<file path="config.mk">
export PLATFORM = sky130hd
export DESIGN_NAME = fetch_unit
export DESIGN_NICKNAME = d
export VERILOG_FILES = /design/src/rtl/fetch_unit.sv
export SDC_FILE = /design/constraint.sdc
export NUM_CORES = 1
export LEC_CHECK = 0
export ABC_AREA = 1
export BUFFER_PORTS_ARGS = -buffer_cell sky130_fd_sc_hd__clkbuf_2
export CAP_MARGIN = 0
export CORE_MARGIN = 10
export CORE_UTILIZATION = 49
export CTS_CLUSTER_DIAMETER = 80
export CTS_CLUSTER_SIZE = 14
export DETAILED_ROUTE_END_ITERATION = 10
export PLACE_DENSITY_LB_ADDON = 0.12
export SKIP_CTS_REPAIR_TIMING = 1
export SLEW_MARGIN = 20
export SYNTH_ARGS = -nofsm -noshare
export SYNTH_HDL_FRONTEND = slang
export SYNTH_SLANG_ARGS = --single-unit
</file>
<file path="constraint.sdc">
create_clock -name clk -period 2.9 [get_ports clk]
set_input_delay 0.58 -clock clk [delete_from_list [all_inputs] [get_ports clk]]
set_output_delay 0.58 -clock clk [all_outputs]
set_load 0.05 [all_outputs]
</file>
<file path="src/rtl/fetch_unit.sv">
// Instruction-fetch stage: owns the PC, reads the combinational instruction memory
// and hands registered instructions to decode over a valid/ready handshake.
module fetch_unit #(
   parameter int MEM_DEPTH = 10,
   parameter int RESET_PC  = 0
) (
   input  logic        clk,
   input  logic        rst,
   input  logic        start,
   input  logic        halt,
   input  logic        redirect_valid,
   input  logic [31:0] redirect_addr,
   output logic [31:0] mem_addr,
   input  logic [31:0] mem_data,
   output logic [31:0] instr_out,
   output logic [31:0] instr_pc,
   output logic        instr_valid,
   input  logic        instr_ready,
   output logic        running,
   output logic        addr_err,
   output logic [31:0] fetch_count
);

   localparam int DATA_W = 32;
   localparam int PC_W   = (MEM_DEPTH > 1) ? $clog2(MEM_DEPTH) : 1;

   typedef enum logic {IDLE, RUN} state_t;

   state_t          state, state_nxt;
   logic [PC_W-1:0] pc;
   logic            slot_free;
   logic            fetch_en;
   logic            redir_ok;

   function automatic logic [PC_W-1:0] pc_wrap_inc(input logic [PC_W-1:0] p);
      if (p == PC_W'(MEM_DEPTH - 1))
         return '0;
      else
         return p + PC_W'(1);
   endfunction

   assign slot_free = !instr_valid || instr_ready;
   assign redir_ok  = (redirect_addr < DATA_W'(MEM_DEPTH));
   assign mem_addr  = {{(DATA_W-PC_W){1'b0}}, pc};
   assign running   = (state == RUN);

   always_ff @(posedge clk) begin
      if (rst)
         state <= IDLE;
      else
         state <= state_nxt;
   end

   // halt dominates start; a halting or redirecting edge never fetches
   always_comb begin
      state_nxt = state;
      fetch_en  = 1'b0;
      case (state)
         IDLE: begin
            if (start && !halt)
               state_nxt = RUN;
         end
         RUN: begin
            if (halt)
               state_nxt = IDLE;
            else
               fetch_en = !redirect_valid && slot_free;
         end
         default: state_nxt = IDLE;
      endcase
   end

   // output slot register: redirect flush beats fetch, fetch beats plain accept
   always_ff @(posedge clk) begin
      if (rst) begin
         pc          <= PC_W'(RESET_PC);
         instr_out   <= '0;
         instr_pc    <= '0;
         instr_valid <= 1'b0;
         addr_err    <= 1'b0;
         fetch_count <= '0;
      end else if (redirect_valid) begin
         instr_valid <= 1'b0;
         if (redir_ok) begin
            pc <= redirect_addr[PC_W-1:0];
         end else begin
            pc       <= '0;
            addr_err <= 1'b1;
         end
      end else if (fetch_en) begin
         instr_out   <= mem_data;
         instr_pc    <= {{(DATA_W-PC_W){1'b0}}, pc};
         instr_valid <= 1'b1;
         fetch_count <= fetch_count + 32'd1;
         pc          <= pc_wrap_inc(pc);
      end else if (instr_ready) begin
         instr_valid <= 1'b0;
      end
   end

endmodule

</file>
==> metrics <==
width of the chip about 110 microns; Die Outline Area 11750 sq um; portion of the clock cycle consumed by the worst path in the final layout between 60 and 70%; clock tree from TritonCTS yes; cell with the biggest individual delay on the critical path sky130_fd_sc_hd__clkinv_1; quantity of I/O buffers inserted on ports between 100 and 150; master cell of the clock root buffer sky130_fd_sc_hd__clkbuf_8; Total Routing Usage GR between 15 and 20%; overflow left after global routing 0; number of max-capacitance violations reported 0; Top cell by count, worst path sky130_fd_sc_hd__nand2_1; fmax around 570 MHz; final setup violating endpoints 0; worst min-delay path category input port to register; crit-path leading delay family buffers and inverters; largest clock skew in the final design between 0.007 and 0.008 ns; top fanout value on the critical path 17; number of synthesized flops with an enable pin 0; TritonCTS Sinks 75; Post-synth top flop sky130_fd_sc_hd__dfxtp_1; maximum number of pins on one net before global-route repair 60; setup slack on the worst flop-to-flop path 1.14 ns; cell taking the most area after synthesis sky130_fd_sc_hd__dfxtp_1; ANT nets after route 0; warning count from the yosys run 0; maximum count of clock buffers along a single path 2; final hold violation count 0; type of the setup path with the least slack register to register; total via count in the routed design around 3700; post-detailed-routing wire length 10.70 mm; area added between synthesis and finish 19.54%; maximum resistive drop on vdd around 260 uV; HPWL after DPL approximately 8.4 mm; leakage component of the power about 0.0021 uW; Buf+Inv Stages, Crit Path 2; endpoint kind of the worst setup timing path register; unrepaired setup endpoints after global routing no; final RePlAce weighted congestion approximately 0.92; average size of a mapped cell slightly below 7 sq um; layout cells sized above 1 around a quarter; Sequential Area about 1500 sq um; number of cells produced by synthesis 553; clock buffers created by TritonCTS 9; number of antenna violations at the first check in global routing 0; detail-routed net length per standard cell approximately 13 microns; Startpoint Class register; top cell types by occurrence after synthesis sky130_fd_sc_hd__nand2_1, sky130_fd_sc_hd__nor2_1, sky130_fd_sc_hd__dfxtp_1; global-route wire length before repair about 17 mm; Final Hold Slack 0.4316 ns; register area share after synthesis between 30% and 40%; data arrival time at the worst-slack endpoint approximately 2 ns; async set or reset register ratio after synthesis 0%; number of design-rule violations left by the first detailed-router iteration approximately 110; clock-pin transition on the worst setup and hold timing paths roughly 0.08 ns; average via count per standard cell roughly 4.6; Placeable Area approximately 7600 sq um; I/O pins approximately 200; share of Yosys cell area claimed by the top area cell type 39.22%; outcome finished clean; required time reported for the critical path endpoint around 3.2 ns; via count of the first global-routing pass ~3700; transition time of the tightest slew-check pin about 0.63 ns; fin nets around 760; n_diodes 0; count of state elements after synthesis 75; largest cells by area after synthesis sky130_fd_sc_hd__dfxtp_1, sky130_fd_sc_hd__nand2_1, sky130_fd_sc_hd__buf_4, sky130_fd_sc_hd__nor2_1, sky130_fd_sc_hd__a21oi_1; total negative slack for setup checks 0 ns; die height about 110 microns; Netlist Area Pre-Place 3829 sq um; PD cells around 470 nW/um^2; critical path's largest stage delay 0.36 ns; Clk Latency, worst-skew pair about 0.36 ns; Final WS setup 1.135 ns; # DRC 0; library cell with the highest instance count after synthesis sky130_fd_sc_hd__nand2_1; fillcell total 769; starting density of the core 50.07%; number of H-tree branching levels 3; standard-cell row count 32; Cell Chain, Critical Path nand2_1, nand3_4, clkinv_1, buf_4, nand2_1, o2111ai_1, nor2_1; router iterations before antenna repair 5; distinct cell type count after synthesis 31; post-place setup slack 0.7499 ns; shortest clock period the worst path allows after layout between 1.5 and 2 ns; Max-Slew Margin vs Limit about three fifths; combined area of the multi-input logic cells roughly 1800 sq um; Final Max Slew Viols 0
routing by layer:
metal  part of all wire (%)  vias to the layer above  global-route usage [%]
li1                       -                     1924                       -
met1                     38                     1647                   19.30
met2                     51                      119                   30.91
met3                     11                        8                   8.566
met4                   0.82                        0                   4.331
met5                      0                        -                       0
worst paths after layout:
check,from,to,cells past startpoint
max,instr_valid,pc[0],7
min,halt,running,2
max reg2reg,instr_valid,pc[0],7
min reg2reg,addr_err,addr_err,2
layout by cell type, fill, tap and decap left out, drive strengths merged, types with 2 or more instances in the layout:
cell type | netlist | final
dfxtp | 75 | 75
buf | 69 | 4
o21bai | 4 | 4
a211oi | 3 | 3
inv | 48 | 52
nand3 | 23 | 23
a21oi | 49 | 49
nand2 | 145 | 145
nor3 | 12 | 12
clkbuf | 5 | 153
clkinv | 1 | 2
xor2 | 8 | 8
nand4 | 11 | 11
nor2 | 82 | 82
clkinvlp | 0 | 2
conb | 1 | 56
o21ai | 9 | 9
final cells by class:
class / count / area share [%]
Multi-Input combinational cell: 410 / 39.99
Sequential cell: 75 / 32.80
Timing Repair Buffer: 148 / 16.40
Inverter: 49 / 4.019
Tap cell: 102 / 2.788
Clock buffer: 9 / 2.706
Clock inverter: 7 / 1.285
logic make-up (layout without fill, tap and decap cells):
logic type / after synthesis / in the layout / share of synthesized area [%]
AOI/OAI and AO/OA: 68 / 68 / 9.608
xor gates and xnor gates: 9 / 9 / 2.059
adders and majority gates: 1 / 1 / 0.3267
buffers and inverters: 123 / 213 / 18.37
DFF: 75 / 75 / 39.22
other: 1 / 56 / 0.09795
and+or+nand+nor: 276 / 276 / 30.33
report_power, final:
group          switching [uW]  leakage (uW)  total (uW)  internal, uW
Combinational             270       0.00143         329          59.2
Clock                     439     0.0000872         763           324
Sequential               8.73      0.000606        1050          1040
Total                     718       0.00212        2140          1420
flip-flops by register name, summed over array words and instances, names as in the netlist:
register and cells:
fetch_count 32, instr_out 32, instr_valid 1, addr_err 1, instr_pc 4, running 1, pc 4
per-stage QoR:
step | utilization [%] | cells | power [uW] | area [sq um]
after floorplan | - | 608 | 1387 | 4035
after detailed placement | 57.46 | 784 | 1399 | 4394
after global routing | 59.85 | 800 | 2219 | 4577
after global placement | 57.46 | 784 | 1397 | 4394
final | 59.85 | 800 | 2142 | 4577
after CTS | 59.85 | 800 | 2154 | 4577
Note: power is estimated with default switching activity, not from simulation.
